--- config.mk ---
export PLATFORM = sky130hd
export DESIGN_NAME = reset_sequencer
export DESIGN_NICKNAME = d
export VERILOG_FILES = /design/src/rtl/reset_sequencer.sv
export SDC_FILE = /design/constraint.sdc
export NUM_CORES = 1
export LEC_CHECK = 0
export CAP_MARGIN = 20
export CORE_ASPECT_RATIO = 0.6
export CORE_MARGIN = 2
export CORE_UTILIZATION = 55
export DETAILED_ROUTE_END_ITERATION = 10
export PLACE_DENSITY_LB_ADDON = 0.2
export SETUP_SLACK_MARGIN = 0.3
export SYNTH_ARGS = -nofsm -noshare
export SYNTH_HDL_FRONTEND = slang
export SYNTH_SLANG_ARGS = --single-unit
--- constraint.sdc ---
create_clock -name iCLK -period 2.8 [get_ports iCLK]
set_clock_uncertainty 0.1 [all_clocks]
set_input_delay 0.42 -clock iCLK [delete_from_list [all_inputs] [get_ports iCLK]]
set_output_delay 0.42 -clock iCLK [all_outputs]
set_load 0.01 [all_outputs]
--- src/rtl/reset_sequencer.sv ---
// Staggered power-on reset release: NUM_STAGES lines go high one by one, STAGE_DELAY clocks apart.
// Define RSTSEQ_WATCHDOG_EN to add a post-sequence watchdog that re-sequences unless iKICK arrives.
module reset_sequencer #(
    parameter int unsigned CNT_WIDTH   = 20,
    parameter int unsigned STAGE_DELAY = 20'hFFFFF,
    parameter int unsigned NUM_STAGES  = 3,
    parameter int unsigned WDT_LIMIT   = 20'hFFFFF
) (
    input  logic                  iCLK,
    input  logic                  iRST_N,
    input  logic                  iHOLD,
    input  logic                  iRESTART,
    input  logic                  iKICK,
    output logic [NUM_STAGES-1:0] oRESET,
    output logic                  oDONE,
    output logic [3:0]            oSTAGE,
    output logic                  oWDT_TRIP
);

    localparam logic [CNT_WIDTH-1:0] STAGE_LAST = CNT_WIDTH'(STAGE_DELAY - 1);
    localparam logic [3:0]           LAST_STAGE = 4'(NUM_STAGES - 1);

    typedef enum logic {
        S_COUNT = 1'b0,
        S_DONE  = 1'b1
    } state_t;

    state_t                  state_q, state_d;
    logic [CNT_WIDTH-1:0]    cnt_q, cnt_d;
    logic [3:0]              stage_q, stage_d;
    logic [NUM_STAGES-1:0]   release_q, release_d;
    logic                    done_q, done_d;
    logic                    trip_q, trip_d;
    logic [NUM_STAGES-1:0]   stage_hit;

    // One-hot decode of the stage about to be released; avoids indexing past NUM_STAGES.
    generate
        for (genvar gi = 0; gi < NUM_STAGES; gi++) begin : g_hit
            assign stage_hit[gi] = (stage_q == 4'(gi));
        end
    endgenerate

`ifdef RSTSEQ_WATCHDOG_EN
    localparam logic [CNT_WIDTH-1:0] WDT_LAST = CNT_WIDTH'(WDT_LIMIT - 1);
`else
    logic unused_kick;
    assign unused_kick = iKICK;
`endif

    always_comb begin
        state_d   = state_q;
        cnt_d     = cnt_q;
        stage_d   = stage_q;
        release_d = release_q;
        done_d    = done_q;
        trip_d    = 1'b0;

        case (state_q)
            S_COUNT: begin
                if (!iHOLD) begin
                    if (cnt_q != STAGE_LAST) begin
                        cnt_d = cnt_q + 1'b1;
                    end else begin
                        release_d = release_q | stage_hit;
                        cnt_d     = '0;
                        stage_d   = stage_q + 4'd1;
                        if (stage_q == LAST_STAGE) begin
                            done_d  = 1'b1;
                            state_d = S_DONE;
                        end
                    end
                end
            end
            S_DONE: begin
`ifdef RSTSEQ_WATCHDOG_EN
                if (iKICK) begin
                    cnt_d = '0;
                end else if (cnt_q == WDT_LAST) begin
                    state_d   = S_COUNT;
                    cnt_d     = '0;
                    stage_d   = 4'd0;
                    release_d = '0;
                    done_d    = 1'b0;
                    trip_d    = 1'b1;
                end else begin
                    cnt_d = cnt_q + 1'b1;
                end
`else
                cnt_d = '0;
`endif
            end
            default: state_d = S_COUNT;
        endcase

        // Restart outranks both hold and the watchdog, and never raises the trip pulse.
        if (iRESTART) begin
            state_d   = S_COUNT;
            cnt_d     = '0;
            stage_d   = 4'd0;
            release_d = '0;
            done_d    = 1'b0;
            trip_d    = 1'b0;
        end
    end

    always_ff @(posedge iCLK) begin
        if (!iRST_N) begin
            state_q   <= S_COUNT;
            cnt_q     <= '0;
            stage_q   <= 4'd0;
            release_q <= '0;
            done_q    <= 1'b0;
            trip_q    <= 1'b0;
        end else begin
            state_q   <= state_d;
            cnt_q     <= cnt_d;
            stage_q   <= stage_d;
            release_q <= release_d;
            done_q    <= done_d;
            trip_q    <= trip_d;
        end
    end

    assign oRESET    = release_q;
    assign oDONE     = done_q;
    assign oSTAGE    = stage_q;
    assign oWDT_TRIP = trip_q;

endmodule
==> flow_metrics.tcl, run 1 <==
set metrics [dict create \
    seq_area_um2 580.6 \
    gp_congestion 0.7475 \
    yosysUniqueCellTypes 40 \
    min_period_ns 2.252 \
    fillers 211 \
    finalHoldViolCount 0 \
    cts_resized 0 \
    first_pass_iters 4 \
    grt_usage_pct 21.27 \
    total_power_uw 765.6 \
    grt.overflow.total 0 \
    final_max_slew_viol_count 0 \
    holdCritStartpoint "oRESET[2]" \
    area_delta_synth_final_pct 15.62 \
    dp_hpwl_um 2065 \
    ys_seq_area_share_pct 41.17 \
    layout_common_cells "nor2_1, dfxtp_1, xnor2_1" \
    synthArstFlopShare_pct 0 \
    grt_pass1_vias 1025 \
    drt_iter0_drc 34 \
    vias_per_cell 5.471 \
    worst_slack_ns 0.5476 \
    finalSetupTns_ns 0 \
    grt_pass1_wl_um 4836 \
    wl_um 2817 \
    cts_buffers 5 \
    worstPathArrival_ns 2.32 \
    r2r-start "cnt_q[8]" \
    cts_root_buffer "clkbuf_8" \
    final_common_cell "nor2_1" \
    p_per_area_nw_per_um2 469.6 \
    p_leak_nw 0.5308 \
    vias 1149 \
    worstSetupStartpointType "flop" \
    rsz0062_at_grt "no" \
    die_w_um 69.37 \
    synth_flop_cell "dfxtp_1" \
    setup_viol 0 \
    synth_edf_count 0 \
    insertion_delay_ns 0.28 \
    std_cell_rows 14 \
    status "complete, no violations" \
    die_h_um 43.22 \
    synth_nets 174 \
    grt_max_degree 19 \
    core_area_um2 2470 \
    syn-mean-instance-area_um2 8.651 \
    place_ws_ns 0.4273 \
    ir_drop_mv 0.2535 \
    drtAntennaViolNets 0 \
    crit_required_ns 2.87 \
    drive_gt1_share_pct 8.989 \
    fmax_mhz 444.0 \
    ios 14 \
    postCtsHoldBufs 0 \
    start_util_pct 57.09 \
    synth_area_leaders "dfxtp_1, nor2_1, xnor2_1, ha_1, nor3_1" \
    synth_top_area_share_pct 41.17 \
    crit_start "cnt_q[8]" \
    finalCritPeriodShare_pct 80.44 \
    whs_ns 0.3645 \
    ys_warn_count 0 \
    path_class "flop to flop" \
    clkTransAtPathRegs_ns 0.06 \
    clock_sinks 29 \
    synthCells 163 \
    hold_path_class "flop to flop" \
    cts_tree "done" \
    clk_path_buf_depth 2 \
    synth_seq_cells 29 \
    netlist_area_um2 1410 \
    multiInputGateArea_um2 759.5 \
    endpoint_kind "flop" \
    wl_per_cell_um 13.41 \
    drc 0 \
    drv_cap 0 \
    portBuffers 11 \
    htree_num_levels 2 \
    antenna_found_initial 0 \
    dieArea_um2 2998 \
    yosysTopAreaCell "dfxtp_1" \
    num_antenna_cells 0 \
    nets 188 \
    crit_path_max_fanout 18 \
]
## per-layer routing
metal	track usage [%]	wire (µm)	vias up
li1	-	-	577
met4	8.627	26	0
met3	7.838	175	4
met2	31.73	1208	30
met1	28.01	1407	538
met5	0	0	-
## layout make-up
class	count	area share (%)
Sequential cell	29	35.61
Clock buffer	6	4.451
Multi-Input combinational cell	120	46.58
Clock inverter	2	0.6140
Tap cell	32	2.456
Inverter	8	1.842
Timing Repair Buffer	13	8.442
## cells in the mapped netlist (2+ instances only)
cell and n:
xor2_1 3, nand2_1 8, inv_1 7, nor4_1 4, nand3_1 7, o21a_1 3, nand4_1 2, dfxtp_1 29
xnor2_1 13, or3_1 3, ha_1 6, nor2b_1 2, buf_4 2, nor2_1 31, a32o_1 2, nor3_1 8
and4_1 2, a21oi_1 5, buf_2 2, o21ai_0 2, nand2b_1 2, and2_1 2
## where the power goes
group	internal [mW]	leakage [nW]	switching (mW)
Clock	0.172	0.0450	0.153
Combinational	0.0112	0.252	0.0145
Sequential	0.414	0.234	0.00158
Total	0.596	0.531	0.169
## metrics by stage
step	area [µm²]	util [%]	std cells
2_1_floorplan	1410	-	163
3_3_place_gp	1528	61.85	201
3_5_place_dp	1528	61.85	201
4_1_cts	1610	65.20	209
5_1_grt	1630	66.01	210
6_report	1630	66.01	210
## worst paths after layout
check | end | slack, ns | depth (start not counted)
max | cnt_q[15] | 0.55 | 6
min reg2reg | oRESET[2] | 0.36 | 1
min | oRESET[2] | 0.36 | 1
max reg2reg | cnt_q[15] | 0.55 | 6
## kinds of logic (layout without fill, tap and decap cells)
| logic type | Yosys count | count (layout) | share of synthesized area (%) |
|---|---|---|---|
| AOI/OAI and AO/OA | 17 | 17 | 8.874 |
| xor gates and xnor gates | 16 | 16 | 9.938 |
| buffers and inverters | 14 | 29 | 4.968 |
| adders and majority gates | 6 | 6 | 5.324 |
| muxes | 1 | 1 | 0.7099 |
| other | 1 | 1 | 0.2659 |
| and+or+nand+nor | 79 | 79 | 28.75 |
| DFF | 29 | 29 | 41.17 |
## sequential cells by signal (all words and copies together) (netlist names)
signal	cells
oRESET	3
state_q	1
cnt_q	20
oSTAGE	4
oDONE	1
## what timing repair did
action                                  4_1_cts  5_1_grt
hold endpoints to repair                      0        0
setup buffers                                 0        1
endpoints found under the setup margin        0       16
## critical path, stage by stage, from the launching register on
cell     delay (ns)
dfxtp_1        0.41
and3_1         0.27
nand4_2        0.24
or4_1          0.68
o21ai_4        0.22
buf_12         0.16
nor2_1         0.06
(Power assumes the default switching activity.)
==> run 2: changes to the inputs <==
- clock period: 2.8 -> 2.1 ns (I/O delays scaled with it)
==> flow_metrics.tcl, run 2 (same netlist as run 1, synthesis figures left out) <==
set metrics [dict create \
    wl_um 3397 \
    final_common_cell "nor2_1" \
    clk_path_buf_depth 2 \
    area_delta_synth_final_pct 31.50 \
    layout_common_cells "nor2_1, dfxtp_1, buf_4" \
    hold_path_class "flop to flop" \
    whs_ns 0.3813 \
    p_leak_nw 0.6171 \
    cts_buffers 5 \
    holdCritStartpoint "oDONE" \
    core_area_um2 2470 \
    dp.cells 213 \
    grt_max_degree 19 \
    cpLargestDelayFamily "simple AND/OR/NAND/NOR gates" \
    largest_register_ff_count 20 \
    first_pass_iters 4 \
    finalCritPeriodShare_pct 96.26 \
    ios 14 \
    antenna_found_initial 0 \
    clkTransAtPathRegs_ns 0.06 \
    path_buf_inv 1 \
    crit_start "cnt_q[0]" \
    htree_num_levels 2 \
    grt_usage_pct 25.75 \
    worstSetupStartpointType "flop" \
    cts_tree "done" \
    nets 203 \
    start_util_pct 57.09 \
    drv_cap 0 \
    gp_congestion 0.7890 \
    largest_register "cnt_q" \
    crit_required_ns 2.20 \
    num_antenna_cells 0 \
    die_w_um 69.37 \
    cts_root_buffer "clkbuf_8" \
    grt.overflow.total 0 \
    final_cells 224 \
    rsz0062_at_grt "yes" \
    drtAntennaViolNets 0 \
    postCtsHoldBufs 0 \
    finalHoldViolCount 0 \
    p_per_area_nw_per_um2 562.7 \
    ir_drop_mv 0.4385 \
    min_period_ns 2.021 \
    std_cell_rows 14 \
    drc 0 \
    final_max_slew_viol_count 0 \
    wl_per_cell_um 15.17 \
    dp_hpwl_um 2490 \
    total_power_mw 1.043 \
    path_class "flop to flop" \
    worstPathArrival_ns 2.12 \
    insertion_delay_ns 0.27 \
    drive_gt1_share_pct 28.65 \
    vias_per_cell 5.549 \
    crit_path_max_fanout 4 \
    cpPeakStageDelay_ns 0.45 \
    crit_chain "inv_4 > ha_4 > nand3_2 > or3_1 > or4_4 > or3_1 > a21oi_1" \
    status "complete, no violations" \
    die_h_um 43.22 \
    drt_iter0_drc 49 \
    grt_pass1_vias 1208 \
    vias 1243 \
    r2r-start "cnt_q[0]" \
    clock_sinks 29 \
    dieArea_um2 2998 \
    worst_path_most_repeated_cell "or3_1" \
    crit_slowest_cell "or4_4" \
    grt_pass1_wl_um 5844 \
    setup_viol 0 \
    fmax_mhz 494.7 \
    portBuffers 11 \
    endpoint_kind "flop" \
]
==> run 2: per-layer routing <==
layer  vias to the layer above  global-route usage (%)  wire length (µm)  share of wire [%]
met2                        31                   42.31              1577                 46
met5                         -                       0                 0                  0
met3                         6                   6.413               132                3.9
met1                       595                   33.28              1633                 48
li1                        611                       -                 -                  -
met4                         0                   9.020                55                1.6
==> run 2: final timing paths <==
check               to  slack, ns  cells after the start
min reg2reg      oDONE       0.38                      1
max          oSTAGE[3]       0.08                      7
max reg2reg  oSTAGE[3]       0.08                      7
min              oDONE       0.38                      1
==> run 2: cell type report <==
class,instances,area [µm²]
clock buffer,7,86.33
tap,32,40.04
fill,171,615.6
sequential,29,599.3
timing repair buffer,28,257.7
inverter,8,32.53
multi-input combinational,120,838.3
==> run 2: metrics by stage <==
stage	area, µm²	setup slack, ns	TNS (ns)	utilization [%]
2_1_floorplan	1474	0.07806	0	-
3_3_place_gp	1684	-0.04172	-0.07835	68.19
3_5_place_dp	1684	-0.08821	-0.3146	68.19
4_1_cts	1841	0.09741	0	74.52
5_1_grt	1854	0.02287	0	75.08
6_report	1854	0.07853	0	75.08
==> run 2: power breakdown <==
group	switching, mW	internal [mW]
combinational	0.0261	0.0206
sequential	0.00149	0.550
clock	0.186	0.259
total	0.214	0.829
==> run 2: what timing repair did <==
item                       4_1_cts  5_1_grt
gates resized for setup         14        4
setup endpoints to repair       29       29
buffers inserted                 4        0
pin swaps                        5        4
==> run 3: changes to the inputs <==
- CORE_MARGIN: 2 -> 3
- SLEW_MARGIN: not set -> 0
- clock period: 2.1 -> 2.4 ns (I/O delays scaled with it)
==> flow_metrics.tcl, run 3 (same netlist as run 1, synthesis figures left out) <==
set metrics [dict create \
    drv_cap 0 \
    dieArea_um2 3227 \
    finalCritPeriodShare_pct 87.37 \
    nets 192 \
    area_delta_synth_final_pct 20.85 \
    layout_common_cells "nor2_1, dfxtp_1, xnor2_1" \
    vias 1172 \
    finalHoldViolCount 0 \
    clockPowerShare_pct 45.9 \
    seqPwrFrac_pct 50.7 \
    first_pass_iters 4 \
    die_h_um 45.22 \
    portBuffers 11 \
    dp_hpwl_um 2174 \
    grt_usage_pct 20.64 \
    worstPathArrival_ns 2.21 \
    min_period_ns 2.097 \
    clk_path_buf_depth 2 \
    fillers 156 \
    drive_gt1_share_pct 18.13 \
    crit_chain "inv_2 > ha_2 > nand3_2 > or3_1 > or4_4 > or3_1 > a21oi_1" \
    rsz0062_at_grt "yes" \
    status "complete, no violations" \
    postCtsHoldBufs 0 \
    largest_register_ff_count 20 \
    vias_per_cell 5.528 \
    worst_path_most_repeated_cell "or3_1" \
    endpoint_kind "flop" \
    clock_sinks 29 \
    start_util_pct 61.48 \
    final_max_slew_viol_count 0 \
    p_per_area_nw_per_um2 559.6 \
    path_class "flop to flop" \
    std_cell_rows 13 \
    cts_tree "done" \
    wl_um 3046 \
    ios 14 \
    htree_num_levels 2 \
    grt.overflow.total 0 \
    combPwrFrac_pct 3.4 \
    setup_viol 0 \
    hold_path_class "flop to flop" \
    grt_pass1_vias 1094 \
    p_leak_nw 0.5621 \
    cts_buffers 5 \
    total_power_uw 953.6 \
    clkTransAtPathRegs_ns 0.06 \
    p_int_uw 754.4 \
    crit_path_max_fanout 6 \
    grt_pass1_wl_um 4871 \
    wl_per_cell_um 14.37 \
    final_common_cell "nor2_1" \
    num_antenna_cells 0 \
    crit_slowest_cell "or4_4" \
    finalSetupTns_ns 0 \
    core_area_um2 2293 \
    die_w_um 71.37 \
    p_sw_uw 199.2 \
    grt_max_degree 19 \
    drc 0 \
    fmax_mhz 476.9 \
    crit_required_ns 2.51 \
    insertion_delay_ns 0.28 \
    cts_root_buffer "clkbuf_8" \
    antenna_found_initial 0 \
    drtAntennaViolNets 0 \
    gp_congestion 0.7577 \
    swShare_pct 20.89 \
    ir_drop_mv 0.3850 \
    worstSetupStartpointType "flop" \
    cpPeakStageDelay_ns 0.47 \
    drt_iter0_drc 52 \
    largest_register "cnt_q" \
]
-- run 3: power groups by stage --
stage	logic [mW]	clock network, mW	registers, mW
2_1_floorplan	0.0181	0	0.494
4_1_cts	0.0296	0.447	0.484
3_3_place_gp	0.0286	0	0.494
6_report	0.0321	0.438	0.484
5_1_grt	0.0346	0.466	0.483
3_5_place_dp	0.0295	0	0.495
-- run 3: layout make-up --
cell class | count | area (µm²) | share of cell area, %
Timing Repair Buffer | 17 | 167.7 | 9.839
Inverter | 8 | 30.03 | 1.762
Tap cell | 30 | 37.54 | 2.203
Sequential cell | 29 | 590.6 | 34.65
Multi-Input combinational cell | 120 | 777.0 | 45.59
Clock buffer | 7 | 96.34 | 5.653
Clock inverter | 1 | 5.005 | 0.2937
-- run 3: what timing repair did --
item | 4_1_cts | 5_1_grt
pin swaps | 0 | 1
setup endpoints to repair | 23 | 15
buffers inserted | 0 | 3
resized for setup | 7 | 7
-- run 3: worst paths after layout --
path | startpoint | endpoint | slack, ns | cells after the start
max | cnt_q[0] | oSTAGE[3] | 0.30 | 7
min | oRESET[2] | oRESET[2] | 0.36 | 1
max reg2reg | cnt_q[0] | oSTAGE[3] | 0.30 | 7
min reg2reg | oRESET[2] | oRESET[2] | 0.36 | 1
-- run 3: critical path: cells and delay by family (launching register included) --
| kind | cells | cell delay (ns) |
|---|---|---|
| simple gates | 4 | 1.22 |
| flops | 1 | 0.36 |
| buf+inv | 1 | 0.05 |
| compound gates | 1 | 0.14 |
| fa+ha+maj | 1 | 0.16 |
-- run 3: routing by layer --
metal	vias to the layer above	track usage (%)	part of all wire (%)
met5	-	0	0
met4	0	10.49	1.6
met3	7	8.667	6.5
met2	28	30.47	43
met1	550	26.09	48
li1	587	-	-
-- run 3: metrics by stage --
step	area (µm²)	setup WS [ns]	cells	hold slack (ns)	util (%)
after detailed placement	1553	0.1158	201	0.3539	67.70
after floorplan	1410	0.3249	163	0.3822	-
after CTS	1665	0.3063	209	0.3685	72.61
after global routing	1704	0.2535	212	0.3989	74.30
after global placement	1553	0.1416	201	0.3481	67.70
final	1704	0.3032	212	0.3617	74.30
